File: config.mk
export PLATFORM = sky130hd
export DESIGN_NAME = cp0_reg_flat
export DESIGN_NICKNAME = d
export VERILOG_FILES = /design/src/rtl/cp0_reg_pkg.sv /design/src/rtl/cp0_reg_if.sv /design/src/rtl/cp0_reg.sv /design/src/flat_wrapper.sv
export SDC_FILE = /design/constraint.sdc
export NUM_CORES = 1
export LEC_CHECK = 0
export BUFFER_PORTS_ARGS = -buffer_cell sky130_fd_sc_hd__buf_2
export CAP_MARGIN = 25
export CORE_AREA = 2 2 144 146
export CTS_CLUSTER_DIAMETER = 200
export DETAILED_ROUTE_END_ITERATION = 8
export DIE_AREA = 0 0 146 148
export PLACE_DENSITY_LB_ADDON = 0.2
export SLEW_MARGIN = 15
export SYNTH_ARGS = -nofsm -noshare
export SYNTH_HDL_FRONTEND = slang
export SYNTH_SLANG_ARGS = --single-unit
File: constraint.sdc
create_clock -name clk -period 3.54 [get_ports clk]
set_clock_uncertainty 0.1 [all_clocks]
set_input_delay 0.177 -clock clk [delete_from_list [all_inputs] [get_ports clk]]
set_output_delay 0.177 -clock clk [all_outputs]
set_load 0.005 [all_outputs]
File: src/rtl/cp0_reg_pkg.sv
// Shared CP0 definitions: register numbers, exception type codes and the
// mapping from mem-stage exception type to the Cause.ExcCode field.
package cp0_reg_pkg;

    localparam logic [4:0] REG_COUNT   = 5'd9;
    localparam logic [4:0] REG_COMPARE = 5'd11;
    localparam logic [4:0] REG_STATUS  = 5'd12;
    localparam logic [4:0] REG_CAUSE   = 5'd13;
    localparam logic [4:0] REG_EPC     = 5'd14;
    localparam logic [4:0] REG_PRID    = 5'd15;
    localparam logic [4:0] REG_CONFIG  = 5'd16;

    localparam logic [31:0] EXC_INTERRUPT = 32'h0000_0001;
    localparam logic [31:0] EXC_SYSCALL   = 32'h0000_0008;
    localparam logic [31:0] EXC_RI        = 32'h0000_000a;
    localparam logic [31:0] EXC_TRAP      = 32'h0000_000d;
    localparam logic [31:0] EXC_OVERFLOW  = 32'h0000_000c;
    localparam logic [31:0] EXC_ERET      = 32'h0000_000e;

    // True for exception types that enter exception level (eret excluded).
    function automatic logic exc_valid_f(input logic [31:0] excepttype);
        case (excepttype)
            EXC_INTERRUPT, EXC_SYSCALL, EXC_RI, EXC_TRAP, EXC_OVERFLOW: exc_valid_f = 1'b1;
            default:                                                    exc_valid_f = 1'b0;
        endcase
    endfunction

    function automatic logic [4:0] exc_code_f(input logic [31:0] excepttype);
        case (excepttype)
            EXC_INTERRUPT: exc_code_f = 5'd0;
            EXC_SYSCALL:   exc_code_f = 5'd8;
            EXC_RI:        exc_code_f = 5'd10;
            EXC_TRAP:      exc_code_f = 5'd13;
            EXC_OVERFLOW:  exc_code_f = 5'd12;
            default:       exc_code_f = 5'd0;
        endcase
    endfunction

endpackage

File: src/rtl/cp0_reg_if.sv
// mtc0 write port and mfc0 read port of the CP0 register file.
interface cp0_reg_if;
    logic        we_i;
    logic [4:0]  waddr_i;
    logic [31:0] wdata_i;
    logic [4:0]  raddr_i;
    logic [31:0] data_o;

    modport master (output we_i, output waddr_i, output wdata_i, output raddr_i, input data_o);
    modport slave  (input we_i, input waddr_i, input wdata_i, input raddr_i, output data_o);
endinterface

File: src/rtl/cp0_reg.sv
// CP0 system-control register file: mtc0 commit, Count/Compare timer,
// interrupt sampling, exception/eret recording and mfc0 read path.
module cp0_reg
    import cp0_reg_pkg::*;
#(
    parameter logic [31:0] PRID_VAL   = 32'h0048_0102,
    parameter logic [31:0] CONFIG_RST = 32'h0000_8000,
    parameter logic [31:0] STATUS_RST = 32'h1000_0000
) (
    input  logic          clk,
    input  logic          reset,
    cp0_reg_if.slave      bus,
    input  logic [5:0]    int_i,
    input  logic [31:0]   excepttype_i,
    input  logic [31:0]   current_inst_addr_i,
    input  logic          is_in_delayslot_i,
    output logic [31:0]   count_o,
    output logic [31:0]   compare_o,
    output logic [31:0]   status_o,
    output logic [31:0]   cause_o,
    output logic [31:0]   epc_o,
    output logic [31:0]   config_o,
    output logic [31:0]   prid_o,
    output logic          timer_int_o
);

    logic [31:0] count_r;
    logic [31:0] compare_r;
    logic [31:0] status_r;
    logic [31:0] cause_r;
    logic [31:0] epc_r;
    logic [31:0] config_r;
    logic        timer_int_r;

    // Register update; later assignments deliberately override earlier ones
    // (write over increment, Compare clear over match, exception over write).
    always_ff @(posedge clk) begin
        if (reset) begin
            count_r     <= 32'd0;
            compare_r   <= 32'd0;
            status_r    <= STATUS_RST;
            cause_r     <= 32'd0;
            epc_r       <= 32'd0;
            config_r    <= CONFIG_RST;
            timer_int_r <= 1'b0;
        end else begin
            count_r        <= count_r + 32'd1;
            cause_r[15:10] <= int_i;
            if ((compare_r != 32'd0) && (count_r == compare_r)) begin
                timer_int_r <= 1'b1;
            end

            if (bus.we_i) begin
                case (bus.waddr_i)
                    REG_COUNT:   count_r <= bus.wdata_i;
                    REG_COMPARE: begin
                        compare_r   <= bus.wdata_i;
                        timer_int_r <= 1'b0;
                    end
                    REG_STATUS:  status_r <= bus.wdata_i;
                    REG_EPC:     epc_r    <= bus.wdata_i;
                    REG_CAUSE:   begin
                        cause_r[9:8]   <= bus.wdata_i[9:8];
                        cause_r[23:22] <= bus.wdata_i[23:22];
                    end
                    default: ;
                endcase
            end

            // Nested exceptions (EXL already set) keep the original EPC and BD.
            if (excepttype_i == EXC_ERET) begin
                status_r[1] <= 1'b0;
            end else if (exc_valid_f(excepttype_i)) begin
                if (!status_r[1]) begin
                    epc_r       <= is_in_delayslot_i ? (current_inst_addr_i - 32'd4) : current_inst_addr_i;
                    cause_r[31] <= is_in_delayslot_i;
                end
                status_r[1]  <= 1'b1;
                cause_r[6:2] <= exc_code_f(excepttype_i);
            end
        end
    end

    // mfc0 read mux over the implemented registers.
    always_comb begin
        bus.data_o = 32'd0;
        case (bus.raddr_i)
            REG_COUNT:   bus.data_o = count_r;
            REG_COMPARE: bus.data_o = compare_r;
            REG_STATUS:  bus.data_o = status_r;
            REG_CAUSE:   bus.data_o = cause_r;
            REG_EPC:     bus.data_o = epc_r;
            REG_PRID:    bus.data_o = PRID_VAL;
            REG_CONFIG:  bus.data_o = config_r;
            default:     bus.data_o = 32'd0;
        endcase
    end

    assign count_o     = count_r;
    assign compare_o   = compare_r;
    assign status_o    = status_r;
    assign cause_o     = cause_r;
    assign epc_o       = epc_r;
    assign config_o    = config_r;
    assign prid_o      = PRID_VAL;
    assign timer_int_o = timer_int_r;

endmodule

File: src/flat_wrapper.sv
// flat-port wrapper written by rule: the top's interface ports become plain ports
module cp0_reg_flat import cp0_reg_pkg::*;
#(
    parameter logic [31:0] PRID_VAL   = 32'h0048_0102,
    parameter logic [31:0] CONFIG_RST = 32'h0000_8000,
    parameter logic [31:0] STATUS_RST = 32'h1000_0000
)
  (clk, reset, int_i, excepttype_i, current_inst_addr_i, is_in_delayslot_i, count_o, compare_o, status_o, cause_o, epc_o, config_o, prid_o, timer_int_o, bus_we_i, bus_waddr_i, bus_wdata_i, bus_raddr_i, bus_data_o);
  cp0_reg_if bus_i ();
  input  logic clk;
  input  logic reset;
  input  logic [5:0] int_i;
  input  logic [31:0] excepttype_i;
  input  logic [31:0] current_inst_addr_i;
  input  logic is_in_delayslot_i;
  output logic [31:0] count_o;
  output logic [31:0] compare_o;
  output logic [31:0] status_o;
  output logic [31:0] cause_o;
  output logic [31:0] epc_o;
  output logic [31:0] config_o;
  output logic [31:0] prid_o;
  output logic timer_int_o;
  input wire logic [$bits(bus_i.we_i)-1:0] bus_we_i;
  input wire logic [$bits(bus_i.waddr_i)-1:0] bus_waddr_i;
  input wire logic [$bits(bus_i.wdata_i)-1:0] bus_wdata_i;
  input wire logic [$bits(bus_i.raddr_i)-1:0] bus_raddr_i;
  output wire logic [$bits(bus_i.data_o)-1:0] bus_data_o;
  assign bus_i.we_i = bus_we_i;
  assign bus_i.waddr_i = bus_waddr_i;
  assign bus_i.wdata_i = bus_wdata_i;
  assign bus_i.raddr_i = bus_raddr_i;
  assign bus_data_o = bus_i.data_o;
  cp0_reg #(.PRID_VAL(PRID_VAL), .CONFIG_RST(CONFIG_RST), .STATUS_RST(STATUS_RST)) u_core (.clk(clk), .reset(reset), .bus(bus_i), .int_i(int_i), .excepttype_i(excepttype_i), .current_inst_addr_i(current_inst_addr_i), .is_in_delayslot_i(is_in_delayslot_i), .count_o(count_o), .compare_o(compare_o), .status_o(status_o), .cause_o(cause_o), .epc_o(epc_o), .config_o(config_o), .prid_o(prid_o), .timer_int_o(timer_int_o));
endmodule
### Yosys cells after proc, flatten, opt, wreduce, memory -nomap -nowiden

Cells that the tools add are included.

| operators by class | value |
|---|---|
| add/subtract/negate cells | 2 |
| equality and inequality tests | 19 |
| muxes and demuxes | 19 |
| bitwise operators | 2 |
| reduce and logical (&&, ||, !) cells | 12 |

Operators with widths:

| cell | count |
|---|---|
| $mux 32 | 8 |
| $pmux 32 s7 | 1 |
| $eq 32x4->1 const B | 5 |
| $eq 5x4->1 const B | 11 |
| $add 32x1->32 const B | 1 |
| $eq 32x1->1 const B | 1 |
| $eq 32x32->1 | 1 |
| $reduce_bool 32->1 | 1 |
| $sub 32x3->32 const B | 1 |
| $pmux 4 s4 | 1 |
| $reduce_and 2->1 | 5 |
| $mux 1 | 7 |
| $eq 5x5->1 const B | 1 |
| $reduce_or 5->1 | 1 |
| $mux 2 | 2 |
| $reduce_bool 2->1 | 2 |
| $reduce_and 3->1 | 1 |
| $not 1->1 | 2 |
| $reduce_or 2->1 | 1 |
| $logic_and 1x1->1 | 1 |

| storage, ports and cells | value |
|---|---|
| register bits | 145 |
| input port bits | 116 |

### Logic depth before layout (Yosys ltp)

| depth | value |
|---|---|
| word-level depth | 7 |
| depth in mapped cells | 7 |

### Worst setup path before layout

No wires, ideal clock.

| timing path | value |
|---|---|
| path type | reg-to-reg |
| start | reg u_core.count_r[11] (netlist: u_core.count_o[11]) |
| end | reg u_core.count_r[27] (netlist: u_core.count_o[27]) |
| arrival | 1.640 ns |
| data required time | 3.354 ns |
| slack | 1.714 ns |
| cell stages (with the launch flop) | 7 |
| buffers on the path | 1 |
| period minus slack after synthesis | 1.826 ns |
| cells stage by stage | dfxtp_1 -> buf_2 -> nand4_1 -> nor4_4 -> nor3b_1 -> xnor2_1 -> a211oi_1 |

| on the way | value |
|---|---|
| longest elaborated chain between the ends | 3 |

Ends and longest elaborated chain:

| what | line | text |
|---|---|---|
| start: declaration | cp0_reg.sv:27 | `logic [31:0] count_r;` |
| start signal: assignment | cp0_reg.sv:47 | `count_r <= count_r + 32'd1;` |
| start signal: assignment | cp0_reg.sv:55 | `REG_COUNT: count_r <= bus.wdata_i;` |
| $add 32x1->32 (*) | cp0_reg.sv:47 |  |
| $mux 32 | cp0_reg.sv:54 | `case (bus.waddr_i)` |
| $mux 32 (*) | cp0_reg.sv:53 | `if (bus.we_i) begin` |

Every way passes the cells marked *; elsewhere a longest branch is shown, timed or not.
A chain may end at the register's enable or synchronous reset.

### Worst setup path in the final report

| timing path | value |
|---|---|
| start | in bus_raddr_i[4] |
| end | out bus_data_o[0] |

| on the way | value |
|---|---|
| longest elaborated chain between the ends | 2 |
| elaborated cells between the ends (all ways) | 8 |
| those cells by class | eq/ne (7); mux (1) |

Ends and longest elaborated chain:

| what | line | text |
|---|---|---|
| start: declaration | flat_wrapper.sv:27 | `input wire logic [$bits(bus_i.raddr_i)-1:0] bus_raddr_i;` |
| $eq 5x5->1 or $eq 5x4->1 (tied branches) | cp0_reg.sv:87 | `case (bus.raddr_i)` |
| $pmux 32 s7 (*) | cp0_reg.sv:87 |  |
| end: declaration | flat_wrapper.sv:28 | `output wire logic [$bits(bus_i.data_o)-1:0] bus_data_o;` |

Marks and branches as above.

==> metrics.txt <==
core area 0.0200 mm²; nature of the critical path endpoint primary output; main combinational cell family by area after synthesis simple AND/OR/NAND/NOR gates; pre-CTS setup slack 1.14 ns; Synth Area in Simple Gates 22.6%; Routed wire per std cell 20.1 µm; Worst path max stage delay 0.65 ns; WL final 33,100 µm; Synth Area in XOR/XNOR 9.03%; Mapped Avg Cell Area 8.21 µm²; pwr dens 374 mW/mm²; worst skew pair latency 0.42 ns; leading cell type in the layout, fill and taps excluded buf_2; die width 146 µm; number of setup violations in the final report 0; synth warn 0; layout cell share with drive strength beyond 1 26.0%; gr usage total 29.7%; cell row count 52; post-route cell area 0.0113 mm²; Die Ht 148 µm; vias in the first global route 8,182; final RePlAce weighted congestion 0.967; first-pass GRT wire length 49,600 µm; CP max FO 15; Max rail drop VDD 241 µV; Inst Count DP 1,565; pin count of the biggest net entering global routing 68; Critical Path AT 2.09 ns; top cell type's share of synthesized area 33.0%; P&R area growth vs syn 29.1%; Fin Hold WS 0.00936 ns; Port Buffers 291; Hold Vio Cnt, Final 0; Seq/Total Area, Yosys 33.0%; top cells by area, synth dfxtp_1 (33%), buf_4 (7.0%), nand2_1 (6.4%), xnor2_1 (5.7%), a211oi_1 (5.3%); Finished Layout Cells 1,647; I/O pin count 373; vias per cell 5.42; clock sink count 144; via count 8,923; CTS root buf clkbuf_16; fillers 1,961; post-cts resize count 0; Critical Path RT 3.26 ns; status finished, final reports clean; Yosys cell types 56; register area 0.00288 mm²; CTS tree yes; DRT antenna net count 0; leading area contributor after synthesis dfxtp_1; DRC Markers 0; crit path cell chain buf_2 > nor2b_1 > nand2_1 > nor3_4 > a22oi_1 > o21ai_0 > buf_2; clock period minus worst slack 2.37 ns; relative slew slack 36.5%; DRT Pass-1 Iters 5; CTS max path bufs 2; worst-margin pin slew 0.945 ns; Final nets 1,481; RSZ-0062 raised after global routing no; Multi-input gate area 0.00526 mm²; DP Area 0.0101 mm²; Max H-tree Level 4; Post-Route Setup TNS 0 ns; final worst setup slack 1.17 ns; Synth Register Bits 144; CTS buffer count 17; fmax 422 MHz; Top FF cell, synth dfxtp_1; CP Class in -> out; Clk pin slew, worst setup/hold paths 0.06 ns; Critical-path top delay cell nor3_4; Max Slew Vio Count 0; die area 0.0216 mm²; CP Launch Type input pin; most frequent cells in the layout buf_2 (290), nand2_1 (148), dfxtp_1 (144); Hold Path Class in -> reg; synthesized area 0.00873 mm²; Syn Inst Count 1,063; most used cell, CP buf_2; crit share post-route 66.9%; compound-gate portion of the synthesized area 15.4%; initial drt markers 685; initial antenna violation count 1; LEAKAGE 4.90 nW; DP Wirelength 24,900 µm; # Max-Cap Violations 0; synthesized-area fraction occupied by adder cells 0.287%; ys async rst share 0%; starting density of the core 43.5%; Post-synth EDFFs 0; grt ovf 0; mux cell area share after synthesis 9.08%
==> sequential cells by signal (all words and copies together) (netlist names) <==
signal	cells
u_core.timer_int_o	1
u_core.epc_o	32
u_core.compare_o	32
u_core.status_o	32
u_core.count_o	32
u_core.cause_o	15
==> per-layer routing <==
layer	global-route usage, %	wire [µm]
met3	4.60	2630
met4	8.74	604
met2	46.1	15100
met1	42.6	14700
met5	0	0
==> report_power, final <==
part | total [mW] | internal [mW] | switching, mW
registers | 1.68 | 1.64 | 0.0345
logic | 0.406 | 0.171 | 0.236
clock network | 2.13 | 1.42 | 0.713
total | 4.21 | 3.23 | 0.983
==> worst max-delay path: cells and delay by family <==
kind | cells | cell delay (ns)
AND/OR/NAND/NOR | 3 | 1.14
AO/OA/AOI/OAI | 2 | 0.47
buffers and inverters | 2 | 0.29
==> Yosys cell counts, types with 15 or more instances <==
master    count
a211oi_1     62
a21oi_1      65
a22oi_1      15
buf_4        81
clkbuf_1     53
dfxtp_1     144
mux2_1       32
mux2i_1      42
nand2_1     148
nand3_1      15
nand4_1      20
nor2_1       98
nor3_1       21
nor4_1       30
o21ai_0      18
xnor2_1      57
xor2_1       33
==> area by class of cell <==
| class | count | area share [%] |
|---|---|---|
| Clock buffer | 23 | 4.42 |
| Inverter | 6 | 0.200 |
| Sequential cell | 144 | 25.6 |
| Antenna cell | 1 | 0.0222 |
| Clock inverter | 9 | 1.77 |
| Timing Repair Buffer | 355 | 18.3 |
| Multi-Input combinational cell | 839 | 46.7 |
| Tap cell | 270 | 3.00 |
==> kinds of logic after synthesis <==
family	after synthesis
DFF	144
adders and majority gates	2
AOI/OAI and AO/OA	198
other	2
and+or+nand+nor	393
muxes	75
xor gates and xnor gates	90
buffers and inverters	159
==> metrics by stage <==
| stage | utilization [%] | power (mW) |
|---|---|---|
| after global routing | 56.2 | 4.33 |
| after detailed placement | 50.3 | 2.06 |
| after floorplan | - | 1.94 |
| final | 56.2 | 4.21 |
| after global placement | 50.3 | 2.06 |
| after CTS | 56.2 | 4.21 |
==> final timing paths <==
kind | slack (ns) | to | depth (start not counted) | from
setup / recovery | 1.17 | bus_data_o[0] | 7 | bus_raddr_i[4]
hold / removal | 0.009 | u_core.epc_o[18] | 3 | current_inst_addr_i[18]
setup reg to reg | 1.26 | u_core.count_o[30] | 6 | u_core.count_o[1]
hold reg to reg | 0.37 | u_core.status_o[22] | 2 | u_core.status_o[22]
==> timing repair <==
action,in CTS,in global routing
setup endpoints to repair,0,0
setup buffers,0,0
endpoints found under the hold margin,91,0
hold buffers,49,0
(Power assumes the default switching activity.)
